[src/rtl/sid_pkg.sv]
// Shared constants and types for the SID pipeline scheduler.
// No logic; pure declarations.
// Imported by the scheduler top and its filter sequencer.
package sid;
    localparam int SID_MAX       = 4;
    localparam int VOICE_LAT     = 2;
    localparam int FILTER_STAGES = 7;
    localparam int SID_IDX_W     = $clog2(SID_MAX);

    // One voice slot of the shared voice pipeline: which core, which voice.
    typedef struct packed {
        logic [SID_IDX_W-1:0] sid;
        logic [1:0]           voice;
    } sched_voice_t;
endpackage

[src/rtl/sid_filter_seq.sv]
// Filter pass sequencer: pending-core mask, lowest-core pick, 7-stage counter, audio strobes.
// Latency: filt_load in the cycle a core turns ready (if idle or in last stage); audio 1 cycle after last stage.
// Backpressure: none; ready cores wait in the pending mask until the filter frees up.
module sid_filter_seq
    import sid::*;
#(
    parameter int NUM_SIDS = 2,
    parameter int SID_W    = 2
) (
    input  logic             clk,
    input  logic             rst,
    input  logic             mark_vld,
    input  logic [SID_W-1:0] mark_sid,
    output logic             filt_load,
    output logic [SID_W-1:0] filt_sid,
    output logic [2:0]       filt_stage,
    output logic             audio_valid,
    output logic [SID_W-1:0] audio_sid,
    output logic             frame_done
);
    localparam logic [2:0] LAST_STAGE = 3'(FILTER_STAGES);

    typedef enum logic {F_IDLE, F_RUN} fstate_t;

    fstate_t             state_q, state_n;
    logic [NUM_SIDS-1:0] pend_q, pend_n, ready;
    logic [SID_W-1:0]    pick, pass_q, pass_n, fsid_n, asid_n;
    logic [2:0]          stage_n;
    logic                any_rdy, take, load_n, aud_n, done_n;

    // Ready set includes a core whose last voice is being captured this cycle; pick lowest index.
    always_comb begin
        ready = pend_q;
        pick  = '0;
        for (int i = 0; i < NUM_SIDS; i++) begin
            if (mark_vld && mark_sid == SID_W'(i)) ready[i] = 1'b1;
        end
        for (int i = NUM_SIDS - 1; i >= 0; i--) begin
            if (ready[i]) pick = SID_W'(i);
        end
        any_rdy = |ready;
    end

    // Next-state: load when idle or entering the last stage, step stages, strobe audio after the last.
    always_comb begin
        state_n = state_q;
        stage_n = filt_stage;
        load_n  = 1'b0;
        fsid_n  = filt_sid;
        pass_n  = pass_q;
        aud_n   = 1'b0;
        asid_n  = audio_sid;
        done_n  = 1'b0;
        take    = 1'b0;
        case (state_q)
            F_IDLE: begin
                if (filt_load) begin
                    state_n = F_RUN;
                    stage_n = 3'd1;
                    pass_n  = filt_sid;
                end else if (any_rdy) begin
                    take = 1'b1;
                end
            end
            F_RUN: begin
                if (filt_stage == LAST_STAGE) begin
                    aud_n  = 1'b1;
                    asid_n = pass_q;
                    done_n = (pass_q == SID_W'(NUM_SIDS - 1));
                    if (filt_load) begin
                        stage_n = 3'd1;
                        pass_n  = filt_sid;
                    end else begin
                        state_n = F_IDLE;
                        stage_n = 3'd0;
                    end
                end else begin
                    stage_n = filt_stage + 3'd1;
                    if (filt_stage == LAST_STAGE - 3'd1 && any_rdy) take = 1'b1;
                end
            end
            default: state_n = F_IDLE;
        endcase
        if (take) begin
            load_n = 1'b1;
            fsid_n = pick;
        end
        pend_n = ready;
        for (int i = 0; i < NUM_SIDS; i++) begin
            if (take && pick == SID_W'(i)) pend_n[i] = 1'b0;
        end
    end

    // State, pending mask and registered strobes.
    always_ff @(posedge clk or posedge rst) begin
        if (rst) begin
            state_q     <= F_IDLE;
            pend_q      <= '0;
            pass_q      <= '0;
            filt_load   <= 1'b0;
            filt_sid    <= '0;
            filt_stage  <= 3'd0;
            audio_valid <= 1'b0;
            audio_sid   <= '0;
            frame_done  <= 1'b0;
        end else begin
            state_q     <= state_n;
            pend_q      <= pend_n;
            pass_q      <= pass_n;
            filt_load   <= load_n;
            filt_sid    <= fsid_n;
            filt_stage  <= stage_n;
            audio_valid <= aud_n;
            audio_sid   <= asid_n;
            frame_done  <= done_n;
        end
    end
endmodule

[src/rtl/sid_pipe_sched.sv]
// Frame scheduler sharing one voice pipeline and one filter pipeline among NUM_SIDS cores.
// Latency: first issue 1 cycle after start, capture 2 cycles after issue, frame 6+7*NUM_SIDS cycles.
// Backpressure: none; a start while a frame is running (and not finishing) is dropped and flagged by overrun.
module sid_pipe_sched
    import sid::*;
#(
    parameter int NUM_SIDS = 2,
    parameter int SID_W    = 2
) (
    input  logic             clk,
    input  logic             rst,
    input  logic             start,
    output logic             busy,
    output logic             vsel_valid,
    output logic [SID_W-1:0] vsel_sid,
    output logic [1:0]       vsel_voice,
    output logic             voice_active,
    output logic             cap_valid,
    output logic [SID_W-1:0] cap_sid,
    output logic [1:0]       cap_voice,
    output logic             filt_load,
    output logic [SID_W-1:0] filt_sid,
    output logic [2:0]       filt_stage,
    output logic             audio_valid,
    output logic [SID_W-1:0] audio_sid,
    output logic             frame_done,
    output logic             overrun
);
    typedef enum logic {V_IDLE, V_ISSUE} vstate_t;

    vstate_t                vstate_q, vstate_n;
    sched_voice_t           slot_q, slot_n;
    logic [VOICE_LAT-1:0]   dly_vld;
    sched_voice_t           dly_slot [VOICE_LAT];
    logic                   accept, mark_vld;

    // A new frame may begin in the same cycle the previous one delivers its last audio.
    assign accept = start && (!busy || frame_done);

    assign vsel_valid   = (vstate_q == V_ISSUE);
    assign vsel_sid     = SID_W'(slot_q.sid);
    assign vsel_voice   = slot_q.voice;
    assign voice_active = dly_vld[0];
    assign cap_valid    = dly_vld[VOICE_LAT-1];
    assign cap_sid      = SID_W'(dly_slot[VOICE_LAT-1].sid);
    assign cap_voice    = dly_slot[VOICE_LAT-1].voice;
    // Core is ready for filtering as its voice 2 capture goes out, hence one stage early.
    assign mark_vld     = dly_vld[VOICE_LAT-2] && dly_slot[VOICE_LAT-2].voice == 2'd2;

    // Voice issue sequencer state register.
    always_ff @(posedge clk or posedge rst) begin
        if (rst) begin
            vstate_q <= V_IDLE;
            slot_q   <= '0;
        end else begin
            vstate_q <= vstate_n;
            slot_q   <= slot_n;
        end
    end

    // Walk sid 0 voices 0..2, sid 1 voices 0..2, ... then return to idle.
    always_comb begin
        vstate_n = vstate_q;
        slot_n   = slot_q;
        case (vstate_q)
            V_IDLE: begin
                slot_n = '0;
                if (accept) vstate_n = V_ISSUE;
            end
            V_ISSUE: begin
                if (slot_q.voice == 2'd2) begin
                    slot_n.voice = 2'd0;
                    if (slot_q.sid == SID_IDX_W'(NUM_SIDS - 1)) begin
                        vstate_n   = V_IDLE;
                        slot_n.sid = '0;
                    end else begin
                        slot_n.sid = slot_q.sid + SID_IDX_W'(1);
                    end
                end else begin
                    slot_n.voice = slot_q.voice + 2'd1;
                end
            end
            default: vstate_n = V_IDLE;
        endcase
    end

    // Delay line matching the voice pipeline latency, carrying indices to the capture point.
    always_ff @(posedge clk or posedge rst) begin
        if (rst) begin
            dly_vld <= '0;
            for (int i = 0; i < VOICE_LAT; i++) dly_slot[i] <= '0;
        end else begin
            dly_vld     <= {dly_vld[VOICE_LAT-2:0], vsel_valid};
            dly_slot[0] <= slot_q;
            for (int i = 1; i < VOICE_LAT; i++) dly_slot[i] <= dly_slot[i-1];
        end
    end

    // Frame-in-progress flag and rejected-start pulse.
    always_ff @(posedge clk or posedge rst) begin
        if (rst) begin
            busy    <= 1'b0;
            overrun <= 1'b0;
        end else begin
            busy    <= accept || (busy && !frame_done);
            overrun <= start && busy && !frame_done;
        end
    end

    sid_filter_seq #(
        .NUM_SIDS (NUM_SIDS),
        .SID_W    (SID_W)
    ) u_filter_seq (
        .clk         (clk),
        .rst         (rst),
        .mark_vld    (mark_vld),
        .mark_sid    (SID_W'(dly_slot[VOICE_LAT-2].sid)),
        .filt_load   (filt_load),
        .filt_sid    (filt_sid),
        .filt_stage  (filt_stage),
        .audio_valid (audio_valid),
        .audio_sid   (audio_sid),
        .frame_done  (frame_done)
    );
endmodule

[config.mk]
export PLATFORM = sky130hd
export DESIGN_NAME = sid_pipe_sched
export DESIGN_NICKNAME = d
export VERILOG_FILES = /design/src/rtl/sid_pkg.sv /design/src/rtl/sid_filter_seq.sv /design/src/rtl/sid_pipe_sched.sv
export SDC_FILE = /design/constraint.sdc
export NUM_CORES = 1
export LEC_CHECK = 0
export CAP_MARGIN = 20
export CORE_MARGIN = 2
export CORE_UTILIZATION = 35
export CTS_CLUSTER_DIAMETER = 30
export CTS_CLUSTER_SIZE = 40
export DETAILED_ROUTE_END_ITERATION = 10
export PLACE_DENSITY_LB_ADDON = 0.08
export SETUP_SLACK_MARGIN = 0.15
export SYNTH_ARGS = -nofsm -noshare
export SYNTH_HDL_FRONTEND = slang
export SYNTH_SLANG_ARGS = --single-unit
[constraint.sdc]
create_clock -name clk -period 3 [get_ports clk]
set_input_delay 0.6 -clock clk [delete_from_list [all_inputs] [get_ports clk]]
set_output_delay 0.6 -clock clk [all_outputs]
set_load 0.05 [all_outputs]
==> results.sh, run 1 <==
export IMPL_setup_viol=0
export IMPL_clk_pin_slew_ns=0.10
export IMPL_holdBufCountCts=0
export IMPL_cap_violations=0
export IMPL_drt_pass1_iter_count=4
export IMPL_synth_yosys_seq_area_share_pct=64.0
export IMPL_p_per_area_nw_per_um2=1180
export IMPL_rows=20
export IMPL_fin_tns_setup_ns=0
export IMPL_use_met2_pct=16.0
export IMPL_area_growth_pct=26.0
export IMPL_clock_sinks=29
export IMPL_cp_cell_sequence="clkdlybuf4s50_1"
export IMPL_cts_buffer_depth=2
export IMPL_clock_fmax_ghz=0.454
export IMPL_vias=656
export IMPL_grt_pass1_vias=691
export IMPL_syn_inst=85
export IMPL_crit_buf_inv=1
export IMPL_postRouteWirelength_um=1800
export IMPL_crit_path_end_kind="output pin"
export IMPL_grt_use_met1_pct=16.1
export IMPL_cp_max_fo=7
export IMPL_crit_path_max_incr_delay_ns=0.84
export IMPL_postCtsSetupBuffers=0
export IMPL_slew_violations=0
export IMPL_layout_nets=116
export IMPL_core_area_um2=3080
export IMPL_relSlewSlack_pct=66.4
export IMPL_grt_usage_pct=12.1
export IMPL_ys_warn_count=0
export IMPL_ys_ff_latch=29
export IMPL_top_usage_layer="met1"
export IMPL_clock_latency_ns=0.33
export IMPL_globalplace_congestion=0.711
export IMPL_status="completed"
export IMPL_cts_buffers=5
export IMPL_finalHoldViolations=0
export IMPL_cts_resized=0
export IMPL_worstMarginPinSlew_ns=0.503
export IMPL_path_class="reg -> out"
export IMPL_drive_gt1_share_pct=16.2
export IMPL_drc=0
export IMPL_ys_types=31
export IMPL_cp_slowest_cell="clkdlybuf4s50_1"
export IMPL_critical_path_top_delay_family="buffers and inverters"
export IMPL_async_flop_share_pct=100
export IMPL_grt_overflow_total=0
export IMPL_fin_skew_ns=0.0106
export IMPL_die_area_um2=3710
export IMPL_viasPerCell=4.23
export IMPL_dr_first_iter_drc_count=15
export IMPL_synth_edf_count=0
export IMPL_grt_first_pass_wirelength_um=3100
export IMPL_synth_area_um2=1130
export IMPL_vdd_drop_max_mv=0.473
export IMPL_die_h_um=60.9
export IMPL_antenna_found_initial=0
export IMPL_final_period_utilization_pct=73.5
export IMPL_routedWlPerCell_um=11.6
export IMPL_ios=26
export IMPL_synthFlopType="dfrtp_1"
export IMPL_critPathLaunchType="flip-flop"
export IMPL_fin_crit_ns=2.20
export IMPL_antenna_left=0
export IMPL_placement_io_buffers=23
export IMPL_grt_use_met3_pct=5.76
export IMPL_start_util_pct=36.8
export IMPL_diodes=0
export IMPL_p_leak_nw=0.655
export IMPL_root_buffer="clkbuf_4"
export IMPL_cts_tree="done"
export IMPL_cp_required_ns=2.40
export IMPL_dp_hpwl_um=1280
export IMPL_grt_max_degree=28
export IMPL_rsz0062_at_grt="false"
export IMPL_arrival_ns=1.60
export IMPL_avgSynthCellArea_um2=13.3
export IMPL_die_x_um=60.9
export IMPL_h_tree_depth=2
export IMPL_hold_path_class="reg -> reg"
export IMPL_whs_ns=0.382
[synth_stat cells, types with 2 or more instances]
| master | number | area share, % |
|---|---|---|
| nor2_1 | 2 | 0.66 |
| and3_1 | 2 | 1.1 |
| ha_1 | 3 | 3.3 |
| buf_4 | 6 | 4.0 |
| nand2b_1 | 6 | 3.3 |
| dfrtp_1 | 29 | 64 |
| a21oi_1 | 3 | 1.3 |
| inv_1 | 5 | 1.7 |
| o21ai_0 | 4 | 1.8 |
| nand2_1 | 4 | 1.3 |
[routing by layer]
metal  part of all wire (%)  up-vias
met4                    2.7        0
li1                       -      328
met5                      0        -
met1                     49      301
met3                    5.2        6
met2                     43       21
[layout by cell type, fill, tap and decap left out, types with 2 or more instances in the layout]
cell type / instances
dfrtp_1: 29
clkdlybuf4s50_1: 23
nand2b_1: 6
inv_1: 5
clkbuf_4: 5
nand2_1: 4
o21ai_0: 4
a21oi_1: 3
ha_1: 3
nor2_1: 2
and3_1: 2
conb_1: 2
clkinv_2: 2
[report_power, final]
group,leakage [nW],internal [W],switching (W),total (W)
registers,0.364,0.000523,0.000119,0.000642
logic,0.260,0.000301,0.000514,0.000815
clock network,0.0310,0.0000881,0.000138,0.000226
total,0.655,0.000912,0.000770,0.00168
[stage by stage]
stage | std cells | total power (W) | worst slack [ns] | util (%) | area [um2]
after floorplan | 86 | 0.00125 | 1.23 | - | 1140
after global placement | 147 | 0.00146 | 1.15 | 44.6 | 1370
after detailed placement | 147 | 0.00147 | 1.14 | 44.6 | 1370
after CTS | 155 | 0.00170 | 0.774 | 46.4 | 1430
after global routing | 155 | 0.00179 | 0.718 | 46.4 | 1430
final | 155 | 0.00168 | 0.796 | 46.4 | 1430
[layout make-up]
type                       instances  area, um2
fill                             276       1650
sequential                        29        726
multi-input combinational         45        337
timing repair buffer              24        238
tap                               44       55.1
clock buffer                       5       37.5
inverter                           5       18.8
clock inverter                     3       17.5
[flip-flops by register name (all words and copies together), names as in the netlist]
register / cells
dly_slot: 4
u_filter_seq.audio_sid: 1
u_filter_seq.audio_valid: 1
u_filter_seq.filt_stage: 3
cap_voice: 2
u_filter_seq.filt_sid: 1
u_filter_seq.filt_load: 1
u_filter_seq.pend_q: 2
dly_vld: 2
overrun: 1
vsel_voice: 2
u_filter_seq.frame_done: 1
vsel_sid: 2
u_filter_seq.state_q: 1
busy: 1
vsel_valid: 1
cap_sid: 2
u_filter_seq.pass_q: 1
[cells by family (layout without fill, tap and decap cells)]
family / count (synthesis) / after routing / synth area share [%]
XOR/XNOR: 1 / 1 / 0.773
multiplexers: 3 / 3 / 3.20
AO/OA/AOI/OAI: 12 / 12 / 7.62
flip-flops: 29 / 29 / 64.0
buffers and inverters: 12 / 37 / 6.62
AND/OR/NAND/NOR: 24 / 24 / 14.1
adder cells (fa/ha/maj): 3 / 3 / 3.31
other: 1 / 2 / 0.331
[final timing paths]
| check | startpoint | end | slack (ns) | cells past startpoint |
|---|---|---|---|---|
| worst max-delay path | u_filter_seq.filt_load | filt_load | 0.80 | 1 |
| worst min-delay path | dly_slot[7] | cap_sid[1] | 0.38 | 0 |
| worst max register to register | u_filter_seq.filt_stage[0] | u_filter_seq.pass_q[0] | 1.40 | 5 |
| worst min register to register | dly_slot[7] | cap_sid[1] | 0.38 | 0 |
| max in group asynchronous | rst | vsel_sid[0] | 2.05 | 3 |
| min in group asynchronous | rst | u_filter_seq.filt_stage[1] | 0.43 | 2 |
No activity file was read; power rests on OpenSTA's default activity.
==> run 2: changes to the inputs <==
==> constraint.sdc (replaced) <==
create_clock -name clk -period 2.18 [get_ports clk]
set_input_delay 0.436 -clock clk [delete_from_list [all_inputs] [get_ports clk]]
set_output_delay 0.436 -clock clk [all_outputs]
set_load 0.05 [all_outputs]
==> run 2 against run 1 <==
Utilization is 1.3 points higher. Critical endpoint is now filt_stage[1]. Highest routed layer unchanged. Global-route usage decreased by 0.14 points. Sequential power increased by 37%. First-iteration DRC count is 27% lower. Worst hold slack worse by 0.0015 ns. Total power up 45%. Setup slack worse by 0.58 ns. Combinational power increased by 36%. Non-clock buffer count unchanged. Die area did not move. Sequential share of layout area fell by 1.4 points. Flip-flop and latch count stayed put.
==> results.sh, run 2 (synthesis results as in run 1) <==
export IMPL_status="completed"
export IMPL_whs_ns=0.381
export IMPL_globalplace_congestion=0.715
export IMPL_finalHoldViolations=0
export IMPL_grt_usage_pct=12.0
export IMPL_antenna_left=0
export IMPL_arrival_ns=1.53
export IMPL_grt_pass1_vias=661
export IMPL_r2r_start="u_filter_seq.filt_stage[0]"
export IMPL_clock_fmax_ghz=0.509
export IMPL_multi_input_area_um2=337
export IMPL_final_period_utilization_pct=90.1
export IMPL_cap_violations=0
export IMPL_dr_first_iter_drc_count=11
export IMPL_drive_gt1_share_pct=15.3
export IMPL_diodes=0
export IMPL_die_h_um=60.9
export IMPL_timing_rr_end="u_filter_seq.pass_q[0]"
export IMPL_cts_tree="done"
export IMPL_cts_buffer_depth=2
export IMPL_fin_skew_ns=0.00448
export IMPL_antenna_found_initial=0
export IMPL_seqCellArea_um2=726
export IMPL_root_buffer="clkbuf_4"
export IMPL_area_growth_pct=29.6
export IMPL_crit_path_end_kind="output pin"
export IMPL_cts_buffers=5
export IMPL_routedWlPerCell_um=11.7
export IMPL_grt_first_pass_wirelength_um=3050
export IMPL_start_util_pct=36.8
export IMPL_drc=0
export IMPL_fin_crit_ns=1.96
export IMPL_layout_commonest_cell="dfrtp_1"
export IMPL_worstMarginPinSlew_ns=0.510
export IMPL_die_x_um=60.9
export IMPL_dp_hpwl_um=1260
export IMPL_relSlewSlack_pct=66.0
export IMPL_rsz0062_at_grt="false"
export IMPL_rows=20
export IMPL_cp_slowest_cell="clkdlybuf4s50_1"
export IMPL_clk_pin_slew_ns=0.09
export IMPL_p_per_area_nw_per_um2=1660
export IMPL_path_class="reg -> out"
export IMPL_endpoint="filt_stage[1]"
export IMPL_grt_max_degree=30
export IMPL_viasPerCell=4.35
export IMPL_cp_max_fo=4
export IMPL_layout_nets=116
export IMPL_crit_buf_inv=1
export IMPL_core_area_um2=3080
export IMPL_largest_reg_flops=4
export IMPL_h_tree_depth=2
export IMPL_postRouteWirelength_um=1820
export IMPL_fill_cells=291
export IMPL_rr_worst_depth=5
export IMPL_critPathLaunchType="flip-flop"
export IMPL_worst_path_stages=1
export IMPL_startpoint="u_filter_seq.filt_stage[1]"
export IMPL_vias=674
export IMPL_slew_violations=0
export IMPL_grt_overflow_total=0
export IMPL_setup_viol=0
export IMPL_vdd_drop_max_mv=0.676
export IMPL_fin_tns_setup_ns=0
export IMPL_clock_latency_ns=0.32
export IMPL_hold_path_class="reg -> reg"
export IMPL_die_area_um2=3710
export IMPL_reg_top3="dly_slot (4), u_filter_seq.filt_stage (3)"
export IMPL_clock_sinks=29
export IMPL_crit_path_max_incr_delay_ns=0.82
export IMPL_placement_io_buffers=23
export IMPL_regToRegSetupSlack_ns=0.61
export IMPL_postCtsSetupBuffers=0
export IMPL_cp_cell_sequence="clkdlybuf4s50_1"
export IMPL_critical_path_top_delay_family="buffers and inverters"
export IMPL_final_cell_mix="dfrtp_1, clkdlybuf4s50_1, nand2b_1"
export IMPL_drt_pass1_iter_count=4
export IMPL_ios=26
export IMPL_cp_required_ns=1.74
export IMPL_p_leak_nw=0.745
export IMPL_top_register="dly_slot"
[run 2: layout make-up]
class                           count  area share (%)
Sequential cell                    29            49.4
Multi-Input combinational cell     45            22.9
Timing Repair Buffer               24            16.9
Clock buffer                        7            3.75
Tap cell                           44            3.75
Clock inverter                      1            2.04
Inverter                            5            1.28
[run 2: power breakdown]
group	switching [W]	total, W	internal (W)
Combinational	0.000709	0.00111	0.000399
Clock	0.000178	0.000452	0.000274
Sequential	0.000158	0.000878	0.000720
Total	0.00105	0.00244	0.00139
[run 2: metal layers]
layer / wire [um] / vias to the layer above / track usage [%]
met5: 0 / - / 0
met4: 44 / 0 / 9.32
met3: 80 / 5 / 4.48
met2: 780 / 17 / 14.9
met1: 910 / 329 / 16.6
li1: - / 323 / -
[run 2: how the worst min path moves through the flow]
stage	from	endpoint	slack, ns	cells after the start
floorplan	dly_slot[4]	cap_voice[0]	0.35	0
global placement	dly_slot[4]	cap_voice[0]	0.36	0
detailed placement	dly_slot[7]	cap_sid[1]	0.36	0
CTS	dly_slot[7]	cap_sid[1]	0.38	0
global route	dly_slot[4]	cap_voice[0]	0.39	0
finish	dly_slot[7]	cap_sid[1]	0.38	0
[run 2: through the flow]
| step | instance area [um2] | std cells | utilization (%) | setup WS [ns] | total power (W) |
|---|---|---|---|---|---|
| 2_1_floorplan | 1140 | 86 | - | 0.409 | 0.00172 |
| 3_3_place_gp | 1370 | 147 | 44.6 | 0.510 | 0.00202 |
| 3_5_place_dp | 1370 | 147 | 44.6 | 0.482 | 0.00203 |
| 4_1_cts | 1460 | 155 | 47.3 | 0.153 | 0.00248 |
| 5_1_grt | 1470 | 155 | 47.7 | 0.166 | 0.00258 |
| 6_report | 1470 | 155 | 47.7 | 0.216 | 0.00244 |
[run 2: timing repair]
item / CTS / global route
hold buffers: 0 / 0
cloned: 0 / 0
resized for setup: 2 / 5
setup endpoints to repair: 2 / 5
==> run 3: changes to the inputs <==
--- a/config.mk
+++ b/config.mk
@@ -6,6 +6,8 @@
 export NUM_CORES = 1
 export LEC_CHECK = 0
 export CAP_MARGIN = 20
+export CELL_PAD_IN_SITES_DETAIL_PLACEMENT = 1
+export CELL_PAD_IN_SITES_GLOBAL_PLACEMENT = 1
 export CORE_MARGIN = 2
 export CORE_UTILIZATION = 35
 export CTS_CLUSTER_DIAMETER = 30
@@ -13,6 +15,7 @@
 export DETAILED_ROUTE_END_ITERATION = 10
 export PLACE_DENSITY_LB_ADDON = 0.08
 export SETUP_SLACK_MARGIN = 0.15
+export SKIP_LAST_GASP = 1
 export SYNTH_ARGS = -nofsm -noshare
 export SYNTH_HDL_FRONTEND = slang
 export SYNTH_SLANG_ARGS = --single-unit
==> run 3 against run 2 <==
Cell area down 1.0%. Highest routed layer unchanged. Non-clock buffer count unchanged. Largest power group unchanged. Largest cell class unchanged. Combinational power about the same.
==> results.sh, run 3 (synthesis results as in run 1) <==
export IMPL_status="completed"
export IMPL_final_cell_mix="dfrtp_1, clkdlybuf4s50_1, nand2b_1, dlymetal6s2s_1"
export IMPL_globalplace_congestion=0.768
export IMPL_dp_hpwl_um=1430
export IMPL_clock_latency_ns=0.32
export IMPL_critPathLaunchType="flip-flop"
export IMPL_core_area_um2=3080
export IMPL_worstMarginPinSlew_ns=0.510
export IMPL_cts_resized=4
export IMPL_holdPathStages=0
export IMPL_cts_buffers=5
export IMPL_power_total_w=0.00235
export IMPL_reg_top3="dly_slot (4), u_filter_seq.filt_stage (3)"
export IMPL_postRouteWirelength_um=2000
export IMPL_relSlewSlack_pct=65.9
export IMPL_postCtsSetupBuffers=0
export IMPL_crit_path_end_kind="output pin"
export IMPL_top_register="dly_slot"
export IMPL_clock_fmax_ghz=0.511
export IMPL_clk_pin_slew_ns=0.09
export IMPL_path_class="reg -> out"
export IMPL_clock_sinks=29
export IMPL_diodes=0
export IMPL_rsz0062_at_grt="false"
export IMPL_grt_usage_pct=13.6
export IMPL_slew_violations=0
export IMPL_h_tree_depth=2
export IMPL_rr_worst_depth=5
export IMPL_ios=26
export IMPL_cap_violations=0
export IMPL_final_period_utilization_pct=89.8
export IMPL_grt_first_pass_wirelength_um=3460
export IMPL_vias=683
export IMPL_viasPerCell=4.41
export IMPL_antenna_left=0
export IMPL_drc=0
export IMPL_placement_io_buffers=23
export IMPL_fin_crit_ns=1.96
export IMPL_rows=20
export IMPL_cp_slowest_cell="clkdlybuf4s50_1"
export IMPL_setup_viol=0
export IMPL_dp_cells=147
export IMPL_cp_required_ns=1.74
export IMPL_grt_max_degree=30
export IMPL_largest_reg_flops=4
export IMPL_drt_pass1_iter_count=3
export IMPL_dr_first_iter_drc_count=24
export IMPL_grt_pass1_vias=746
export IMPL_cts_buffer_depth=2
export IMPL_crit_path_max_incr_delay_ns=0.82
export IMPL_vdd_drop_max_mv=0.545
export IMPL_fin_tns_setup_ns=0
export IMPL_drive_gt1_share_pct=16.2
export IMPL_die_x_um=60.9
export IMPL_cp_cell_sequence="clkdlybuf4s50_1"
export IMPL_die_area_um2=3710
export IMPL_die_h_um=60.9
export IMPL_p_leak_nw=0.757
export IMPL_whs_ns=0.387
export IMPL_layout_nets=116
export IMPL_cts_tree="done"
export IMPL_crit_buf_inv=1
export IMPL_arrival_ns=1.52
export IMPL_layout_cells_non_filler=155
export IMPL_routedWlPerCell_um=12.9
export IMPL_holdBufCountCts=0
export IMPL_layout_commonest_cell="dfrtp_1"
export IMPL_cp_max_fo=3
export IMPL_fin_skew_ns=0.00669
export IMPL_critical_path_top_delay_family="buffers and inverters"
export IMPL_finalHoldViolations=0
export IMPL_root_buffer="clkbuf_4"
export IMPL_p_per_area_nw_per_um2=1620
export IMPL_grt_overflow_total=0
export IMPL_start_util_pct=36.8
export IMPL_area_growth_pct=28.3
export IMPL_hold_path_class="reg -> reg"
export IMPL_worst_path_stages=1
export IMPL_antenna_found_initial=0
run 3: cell types whose count changed in the layout (fill, tap and decap cells not counted):
cell             before  now
clkbuf_8              1    2
clkinv_2              0    1
bufinv_16             1    0
clkbuf_1              1    0
dlymetal6s2s_1        5    6
dlygate4sd2_1         2    4
clkdlybuf4s50_1      16   13
run 3: worst paths after layout:
kind	start	endpoint	slack, ns
worst max-delay path	dly_vld[0]	voice_active	0.22
worst min-delay path	dly_slot[4]	cap_voice[0]	0.39
worst max register to register	u_filter_seq.filt_stage[0]	u_filter_seq.pass_q[0]	0.60
worst min register to register	dly_slot[4]	cap_voice[0]	0.39
max in group asynchronous	rst	u_filter_seq.pass_q[0]	1.43
min in group asynchronous	rst	u_filter_seq.filt_stage[2]	0.48
run 3: final cells by class:
| type | count | area [um2] |
|---|---|---|
| clock buffers | 7 | 65.1 |
| clock inverters | 1 | 5.00 |
| well taps | 44 | 55.1 |
| multi-input cells | 45 | 337 |
| flip-flops and latches | 29 | 726 |
| repair buffers | 24 | 248 |
| fillers | 339 | 1620 |
| inverters | 5 | 18.8 |
run 3: per-stage QoR:
| step | instance area, um2 | utilization, % | setup WS (ns) |
|---|---|---|---|
| finish | 1450 | 47.2 | 0.222 |
| global placement | 1370 | 44.6 | 0.508 |
| detailed placement | 1370 | 44.6 | 0.472 |
| floorplan | 1140 | - | 0.409 |
| global route | 1450 | 47.2 | 0.161 |
| CTS | 1440 | 46.7 | 0.153 |
run 3: layer usage:
| layer | GRT usage [%] | routed length (um) |
|---|---|---|
| met1 | 17.9 | 939 |
| met2 | 18.0 | 901 |
| met3 | 5.12 | 96 |
| met4 | 10.2 | 58 |
| met5 | 0 | 0 |
run 3: power breakdown:
part	leakage (nW)	switching (W)	total, W	internal (W)
combinational	0.351	0.000710	0.00110	0.000388
clock	0.0413	0.000182	0.000368	0.000187
sequential	0.364	0.000169	0.000889	0.000720
total	0.757	0.00106	0.00235	0.00129
